[src/rtl/stopwatch_ctrl.sv]
// Stopwatch controller: IDLE/RUN/PAUSE/LAP state machine, ms:s counter with sticky
// overflow, lap capture and a display mux that shows the frozen lap value while in LAP.
module stopwatch_ctrl #(
  parameter int MS_MAX  = 999,
  parameter int SEC_MAX = 59
) (
  input  logic       clk,
  input  logic       reset,
  input  logic       tick_1ms,
  input  logic       btn_start_stop,
  input  logic       btn_lap,
  input  logic       btn_clear,
  output logic [5:0] seconds,
  output logic [9:0] milliseconds,
  output logic       running,
  output logic       lap_active,
  output logic       overflow
);

  typedef enum logic [1:0] {
    IDLE  = 2'd0,
    RUN   = 2'd1,
    PAUSE = 2'd2,
    LAP   = 2'd3
  } state_t;

  localparam logic [9:0] MS_TOP  = 10'(MS_MAX);
  localparam logic [5:0] SEC_TOP = 6'(SEC_MAX);

  state_t     state_r;
  state_t     state_nxt;
  logic [9:0] ms_cnt_r;
  logic [9:0] ms_cnt_nxt;
  logic [5:0] sec_cnt_r;
  logic [5:0] sec_cnt_nxt;
  logic [9:0] lap_ms_r;
  logic [9:0] lap_ms_nxt;
  logic [5:0] lap_sec_r;
  logic [5:0] lap_sec_nxt;
  logic       overflow_r;
  logic       overflow_nxt;
  logic       running_r;
  logic       lap_active_r;
  logic       counting_s;
  logic       do_clear_s;
  logic       do_capture_s;

  // Next-state decode; the if/else chains encode clear > start_stop > lap within each state.
  always_comb begin
    state_nxt    = state_r;
    do_clear_s   = 1'b0;
    do_capture_s = 1'b0;
    case (state_r)
      IDLE: begin
        if (btn_start_stop) begin
          state_nxt = RUN;
        end else begin
          state_nxt = IDLE;
        end
      end
      RUN: begin
        if (btn_start_stop) begin
          state_nxt = PAUSE;
        end else if (btn_lap) begin
          state_nxt    = LAP;
          do_capture_s = 1'b1;
        end else begin
          state_nxt = RUN;
        end
      end
      LAP: begin
        if (btn_start_stop) begin
          state_nxt = PAUSE;
        end else if (btn_lap) begin
          state_nxt = RUN;
        end else begin
          state_nxt = LAP;
        end
      end
      PAUSE: begin
        if (btn_clear) begin
          state_nxt  = IDLE;
          do_clear_s = 1'b1;
        end else if (btn_start_stop) begin
          state_nxt = RUN;
        end else begin
          state_nxt = PAUSE;
        end
      end
      default: begin
        state_nxt = IDLE;
      end
    endcase
  end

  // Ticks count only on the pre-edge state, so a start in IDLE misses a coincident tick.
  always_comb begin
    counting_s = (state_r == RUN) || (state_r == LAP);
  end

  // Counter update; >= comparisons keep the counters bounded even from an unexpected value.
  always_comb begin
    ms_cnt_nxt   = ms_cnt_r;
    sec_cnt_nxt  = sec_cnt_r;
    overflow_nxt = overflow_r;
    if (do_clear_s) begin
      ms_cnt_nxt   = 10'd0;
      sec_cnt_nxt  = 6'd0;
      overflow_nxt = 1'b0;
    end else if (counting_s && tick_1ms) begin
      if (ms_cnt_r >= MS_TOP) begin
        ms_cnt_nxt = 10'd0;
        if (sec_cnt_r >= SEC_TOP) begin
          sec_cnt_nxt  = 6'd0;
          overflow_nxt = 1'b1;
        end else begin
          sec_cnt_nxt = sec_cnt_r + 6'd1;
        end
      end else begin
        ms_cnt_nxt = ms_cnt_r + 10'd1;
      end
    end else begin
      ms_cnt_nxt   = ms_cnt_r;
      sec_cnt_nxt  = sec_cnt_r;
      overflow_nxt = overflow_r;
    end
  end

  // Lap registers take the pre-edge live count on the RUN->LAP edge.
  always_comb begin
    lap_ms_nxt  = lap_ms_r;
    lap_sec_nxt = lap_sec_r;
    if (do_clear_s) begin
      lap_ms_nxt  = 10'd0;
      lap_sec_nxt = 6'd0;
    end else if (do_capture_s) begin
      lap_ms_nxt  = ms_cnt_r;
      lap_sec_nxt = sec_cnt_r;
    end else begin
      lap_ms_nxt  = lap_ms_r;
      lap_sec_nxt = lap_sec_r;
    end
  end

  // State, counters and lap registers.
  always_ff @(posedge clk or posedge reset) begin
    if (reset) begin
      state_r    <= IDLE;
      ms_cnt_r   <= 10'd0;
      sec_cnt_r  <= 6'd0;
      lap_ms_r   <= 10'd0;
      lap_sec_r  <= 6'd0;
      overflow_r <= 1'b0;
    end else begin
      state_r    <= state_nxt;
      ms_cnt_r   <= ms_cnt_nxt;
      sec_cnt_r  <= sec_cnt_nxt;
      lap_ms_r   <= lap_ms_nxt;
      lap_sec_r  <= lap_sec_nxt;
      overflow_r <= overflow_nxt;
    end
  end

  // Status flags get their own flops so they are glitch-free and always track state_r.
  always_ff @(posedge clk or posedge reset) begin
    if (reset) begin
      running_r    <= 1'b0;
      lap_active_r <= 1'b0;
    end else begin
      running_r    <= (state_nxt == RUN) || (state_nxt == LAP);
      lap_active_r <= (state_nxt == LAP);
    end
  end

  // Display mux: combinational on registers, no added latency.
  always_comb begin
    if (state_r == LAP) begin
      seconds      = lap_sec_r;
      milliseconds = lap_ms_r;
    end else begin
      seconds      = sec_cnt_r;
      milliseconds = ms_cnt_r;
    end
  end

  assign running    = running_r;
  assign lap_active = lap_active_r;
  assign overflow   = overflow_r;

endmodule

[config.mk]
export PLATFORM = sky130hd
export DESIGN_NAME = stopwatch_ctrl
export DESIGN_NICKNAME = d
export VERILOG_FILES = /design/src/rtl/stopwatch_ctrl.sv
export SDC_FILE = /design/constraint.sdc
export NUM_CORES = 1
export LEC_CHECK = 0
export CELL_PAD_IN_SITES_DETAIL_PLACEMENT = 1
export CELL_PAD_IN_SITES_GLOBAL_PLACEMENT = 1
export CORE_MARGIN = 4
export CORE_UTILIZATION = 40
export CTS_BUF_LIST = sky130_fd_sc_hd__clkbuf_8
export CTS_CLUSTER_SIZE = 25
export DETAILED_ROUTE_END_ITERATION = 6
export PLACE_DENSITY_LB_ADDON = 0.1
export RECOVER_POWER = 100
export SLEW_MARGIN = 15
export SYNTH_ARGS = -nofsm -noshare
export SYNTH_HDL_FRONTEND = slang
export SYNTH_SLANG_ARGS = --single-unit
[constraint.sdc]
create_clock -name clk -period 1.45 [get_ports clk]
set_input_delay 0.145 -clock clk [delete_from_list [all_inputs] [get_ports clk]]
set_output_delay 0.145 -clock clk [all_outputs]
set_load 0.02 [all_outputs]
==> results.yml, run 1 <==
status:
  outcome: "finished, violations left"
  violated_checks: "setup timing"
yosys:
  async_reset_ff_frac: 1.000
  count_of_flip_flops_with_a_built_in_enable_after_synthesis: 0
  syn_avg_cell_area_um2: 11.28
  post-synth-top-area-cell: "dfrtp_1"
  synthDistinctLibCells: 44
  synthFlopType: "dfrtp_1"
  synthCells: 163
  synthesis.yosys.warnings: 0
  synth-seq-cells: 36
  synth.area.top_cells: "dfrtp_1, mux2_2, a22o_1, nand2_1, nand3_1"
  synthesis.area_um2: 1838
  top_cell_type_s_share_of_synthesized_area: 0.4901
  synth.yosys.seq_area_share: 0.4901
  syn_nets: 171
timing:
  setup_violations: 47
  slew_headroom: 0.3859
  grt_setup_unrepaired: "yes"
  finalWorstSetupSlack_ns: -0.2296
  worst_pin_slew_ns: 0.9211
  final.min_clock_period_ns: 1.680
  timing.final.crit_share: 1.158
  timing.final.max_slew_violations: 0
  final-hold-violation-count: 0
  fin_skew_ns: 0.007492
  fmax_mhz: 595.4
critical_path:
  crit_chain: "ha_4, a211o_4, nand4_4, buf_4, nor4_2, a211o_1"
  critical_path.max_stage_delay_ns: 0.43
  critical_path.top_delay_family: "compound AO/OA/AOI/OAI gates"
  critical_path.slowest_cell: "dfrtp_1"
  required_ns: 1.64
  critPathBufInv: 1
  worst_ep_arrival_time_ns: 1.87
  worst_setup_path_start_kind: "flip-flop"
  timing_worst_setup_path_type: "flip-flop to flip-flop"
  crit_fanout: 5
  setup_crit_end_kind: "flip-flop"
finish:
  multi_input_area_um2: 1166
  postLayoutCellArea_um2: 2978
  final-seq-area_um2: 902.1
  area_growth_pct: 62.02
  mostFrequentLayoutCell: "dfrtp_1"
  layout.nets: 242
  antenna_cells_inserted: 0
  final_layout_size_suffix_gt1_frac: 0.5277
  num-fill-cells: 422
  commonest_cells_after_routing_fill_and_taps_aside: "dfrtp_1, buf_4, buf_6"
cts:
  clock_slew_at_reported_path_ffs_ns: 0.08
  tritoncts.num_buffers: 5
  cts_tree: "built"
  cts_root_buf: "clkbuf_8"
  cts.sinks: 36
  clock_insertion_delay_worst_skew_ns: 0.30
  clock_tree.buffer_depth: 2
  cts_hold_repair.buffers: 0
  cts.htree.levels: 2
job:
  cap_violations: 0
grt:
  grtUsageTotal: 0.2437
  grt_max_degree: 37
  grt-ovfl-total: 0
  grt_antenna_before_repair: 0
  global_route_wire_length_before_repair_mm: 10.07
  number_of_global_route_vias_before_repair: 1848
detailed_routing:
  drt_first_pass_iters: 4
  route.vias.total: 1760
  finalWirelength_mm: 7.042
  avgViaCountPerCell: 6.132
  detail-route-antenna-nets: 0
  drt_first_iter_violations: 151
  detail_route.drc_violations: 0
  post_drt_wl_per_cell_um: 24.54
die:
  design.portCount: 25
  design.core.area_um2: 4414
  die_width_um: 75.79
  initial_core_util: 0.4164
  chipHeight_um: 75.79
  die_area_um2: 5743
  std_cell_rows: 24
placed_design:
  placedInstanceArea_um2: 2431
  dpl.hpwl_mm: 3.706
  gpl.final_weighted_congestion: 0.8116
  placement.io_buffers: 24
  preCtsSetupSlack_ns: -0.2656
worst_hold_path:
  min-delay-path-class: "flip-flop to flip-flop"
power:
  power-per-cell-area_nw_per_um2: 1735
  leakagePower_nw: 1.392
  peakVddDrop_mv: 1.239
[repair_timing]
| item | 4_1_cts | 5_1_grt |
|---|---|---|
| pin swaps | 9 | 11 |
| setup buffers | 8 | 3 |
| endpoints found under the setup margin | 49 | 50 |
| resized for setup | 147 | 24 |
| gates cloned | 3 | 0 |
[state kept, by name, indices dropped and copies added, names as in the netlist]
name,cells
lap_ms_r,10
overflow,1
lap_active,1
running,1
ms_cnt_r,10
lap_sec_r,6
sec_cnt_r,6
state_r,1
[power breakdown]
part / leakage, nW / internal [mW] / switching [mW] / total (mW)
clock: 0.0541 / 0.509 / 0.393 / 0.902
sequential: 0.477 / 1.21 / 0.207 / 1.41
combinational: 0.861 / 1.48 / 1.37 / 2.85
total: 1.39 / 3.20 / 1.97 / 5.17
[kinds of logic after synthesis]
family | Yosys count | synth area share
simple gates | 48 | 0.1539
compound gates | 46 | 0.1920
flops | 36 | 0.4901
mux | 16 | 0.09802
buf+inv | 10 | 0.02859
xor+xnor | 5 | 0.02383
fa+ha+maj | 2 | 0.01361
[path summary, 6_finish.rpt]
kind / cells past startpoint / slack [ns] / endpoint / startpoint
setup / recovery: 6 / -0.23 / sec_cnt_r[4]$_DFFE_PP0P_ / ms_cnt_r[1]$_DFFE_PP0P_
hold / removal: 1 / 0.50 / lap_sec_r[0]$_DFFE_PP0P_ / lap_sec_r[0]$_DFFE_PP0P_
setup reg to reg: 6 / -0.23 / sec_cnt_r[4]$_DFFE_PP0P_ / ms_cnt_r[1]$_DFFE_PP0P_
hold reg to reg: 1 / 0.50 / lap_sec_r[0]$_DFFE_PP0P_ / lap_sec_r[0]$_DFFE_PP0P_
max in group asynchronous: 3 / 0.24 / running$_DFF_PP0_ / reset
min in group asynchronous: 3 / 0.58 / lap_ms_r[2]$_DFFE_PP0P_ / reset
[through the flow]
step / std cells / TNS, ns / hold WS, ns / power (mW) / util
floorplan: 163 / -0.9923 / 0.3086 / 2.434 / -
global placement: 267 / -6.857 / 0.4789 / 3.204 / 0.5507
detailed placement: 267 / -8.496 / 0.4774 / 3.308 / 0.5507
CTS: 285 / -4.481 / 0.2253 / 4.821 / 0.6499
global route: 287 / -8.358 / 0.5297 / 5.386 / 0.6746
finish: 287 / -5.538 / 0.5030 / 5.167 / 0.6746
[Yosys cell counts, drive strengths merged, types with 2 or more instances]
cell type	count
o31ai	3
dfrtp	36
mux2	16
a211oi	3
nor2	8
buf	4
ha	2
a31oi	2
xor2	2
a211o	2
or4	2
and4	2
nor2b	3
o2111ai	2
a22o	19
nand2	10
nor3	2
clkbuf	5
and2	4
nand3	6
a21oi	2
xnor2	3
o21ai	7
and3b	2
nand3b	2
nand4	4
[metal layers]
| metal | global-route usage | wire length, um | up-vias | share of wire |
|---|---|---|---|---|
| li1 | - | - | 769 | - |
| met1 | 0.3039 | 2900 | 919 | 0.41 |
| met2 | 0.4135 | 3676 | 58 | 0.52 |
| met3 | 0.05937 | 325 | 14 | 0.046 |
| met4 | 0.07767 | 140 | 0 | 0.020 |
| met5 | 0 | 0 | - | 0 |
[area by class of cell]
type | count | area share
Sequential cell | 36 | 0.3029
Timing Repair Buffer | 73 | 0.2450
Clock buffer | 5 | 0.02311
Multi-Input combinational cell | 117 | 0.3916
Clock inverter | 3 | 0.01429
Inverter | 1 | 0.001261
Tap cell | 52 | 0.02185
No activity file was read; power rests on OpenSTA's default activity.
==> run 2: changes to the inputs <==
CELL_PAD_IN_SITES_DETAIL_PLACEMENT = 0   (was 1)
CELL_PAD_IN_SITES_GLOBAL_PLACEMENT = 2   (was 1)
CORE_UTILIZATION = 33   (was 40)
==> run 2 against run 1 <==
Net effect: the flow still finishes with violations (setup timing); sequential share of layout area about the same; non-clock buffer count decreased by 1; critical path depth decreased by 2; wire length decreased by 25%; register-to-register slack improved by 0.10 ns; sequential power about the same; maximum frequency increased by 5.4%; clock skew increased by 0.0030 ns; critical path type is now flip-flop to primary output.
==> results.yml, run 2 (synthesized netlist as in run 1, its figures left out) <==
status:
  outcome: "finished, violations left"
  violated_checks: "setup timing"
die:
  std_cell_rows: 26
  die_area_um2: 6828
  die_width_um: 82.63
  chipHeight_um: 82.63
  initial_core_util: 0.3509
  design.core.area_um2: 5238
  design.portCount: 25
timing:
  grt_setup_unrepaired: "yes"
  fmax_mhz: 627.5
  setup_violations: 31
  final.min_clock_period_ns: 1.594
  finalWorstSetupSlack_ns: -0.1437
  hold_slack_ns: 0.5021
  fin_skew_ns: 0.01050
  worst_pin_slew_ns: 0.9066
  timing.final.max_slew_violations: 0
  final-hold-violation-count: 0
  timing.final.crit_share: 1.099
  slew_headroom: 0.3956
cts:
  cts_root_buf: "clkbuf_8"
  cts.htree.levels: 2
  clock_slew_at_reported_path_ffs_ns: 0.08
  cts_tree: "built"
  clock_insertion_delay_worst_skew_ns: 0.29
  clock_tree.buffer_depth: 2
  cts_hold_repair.buffers: 0
  cts.sinks: 36
  tritoncts.num_buffers: 5
detailed_routing:
  route.vias.total: 1626
  detail-route-antenna-nets: 0
  post_drt_wl_per_cell_um: 17.46
  drt_first_iter_violations: 54
  avgViaCountPerCell: 5.349
  finalWirelength_mm: 5.309
  detail_route.drc_violations: 0
  drt_first_pass_iters: 4
finish:
  area_growth_pct: 62.08
  antenna_cells_inserted: 0
  commonest_cells_after_routing_fill_and_taps_aside: "dfrtp_1, buf_4, buf_6"
  final_layout_size_suffix_gt1_frac: 0.5427
  layout.nets: 241
  multi_input_area_um2: 1171
  num-fill-cells: 449
  mostFrequentLayoutCell: "dfrtp_1"
  final-seq-area_um2: 903.4
  reg.largest.list: "lap_ms_r: 10 flops, ms_cnt_r: 10 flops"
job:
  cap_violations: 0
critical_path:
  worst_ep_arrival_time_ns: 1.45
  r2r.worst_path.cells: 6
  worst_setup_path_start_kind: "flip-flop"
  crit_fanout: 8
  setup_crit_end_kind: "primary output"
  required_ns: 1.31
  timing_worst_setup_path_type: "flip-flop to primary output"
grt:
  number_of_global_route_vias_before_repair: 1782
  grt_max_degree: 37
  grt_antenna_before_repair: 0
  global_route_wire_length_before_repair_mm: 8.873
  grtUsageTotal: 0.1722
  grt-ovfl-total: 0
placed_design:
  placement.io_buffers: 24
  gpl.final_weighted_congestion: 0.8323
  dpl.hpwl_mm: 3.324
worst_hold_path:
  min_delay_path_depth: 1
  min-delay-path-class: "flip-flop to flip-flop"
power:
  fin_total_pwr_mw: 4.820
  leakagePower_nw: 1.377
  power-per-cell-area_nw_per_um2: 1618
  peakVddDrop_mv: 0.9072
## run 2: report_power, final
group          internal [mW]  switching, mW  leakage [nW]
registers               1.21          0.179         0.475
logic                   1.36           1.19         0.842
clock network          0.504          0.380        0.0593
## run 2: cell type report
| class | count | area share |
|---|---|---|
| multi-input combinational | 117 | 0.3931 |
| sequential | 36 | 0.3032 |
| timing repair buffer | 72 | 0.2369 |
| tap | 70 | 0.02940 |
| clock buffer | 5 | 0.02310 |
| clock inverter | 3 | 0.01302 |
| inverter | 1 | 0.001260 |
## run 2: per-stage QoR
step	cells	TNS, ns	util	worst slack, ns	instance area (um^2)
after floorplan	163	-0.9923	-	-0.09417	1871
after global placement	287	-6.307	0.4713	-0.2258	2469
after detailed placement	287	-6.795	0.4713	-0.2355	2469
after CTS	303	-3.240	0.5526	-0.1491	2894
after global routing	304	-5.484	0.5688	-0.2032	2979
final	304	-3.207	0.5688	-0.1437	2979
## run 2: routing by layer
metal	part of all wire	wire length, um	global-route usage
met5	0	0	0
met4	0.010	53	0.03431
met3	0.038	202	0.04881
met2	0.50	2677	0.2989
met1	0.45	2376	0.2132
## run 2: repair_timing
| item | in CTS | in global routing |
|---|---|---|
| pin swaps | 21 | 9 |
| endpoints found under the setup margin | 48 | 50 |
| gates cloned | 1 | 0 |
| gates resized for setup | 150 | 25 |
| buffers inserted | 8 | 3 |
## run 2: path summary, 6_finish.rpt
path | from | end | slack, ns
setup / recovery | running$_DFF_PP0_ | milliseconds[9] | -0.14
hold / removal | lap_ms_r[4]$_DFFE_PP0P_ | lap_ms_r[4]$_DFFE_PP0P_ | 0.50
setup reg to reg | ms_cnt_r[0]$_DFFE_PP0P_ | sec_cnt_r[4]$_DFFE_PP0P_ | -0.13
hold reg to reg | lap_ms_r[4]$_DFFE_PP0P_ | lap_ms_r[4]$_DFFE_PP0P_ | 0.50
max in group asynchronous | reset | ms_cnt_r[3]$_DFFE_PP0P_ | 0.26
min in group asynchronous | reset | sec_cnt_r[5]$_DFFE_PP0P_ | 0.57
## run 2: critical path: stages, from the launching register on
cell	delay [ns]
dfrtp_2	0.43
nand2_4	0.13
buf_12	0.15
mux2_4	0.31
buf_6	0.13
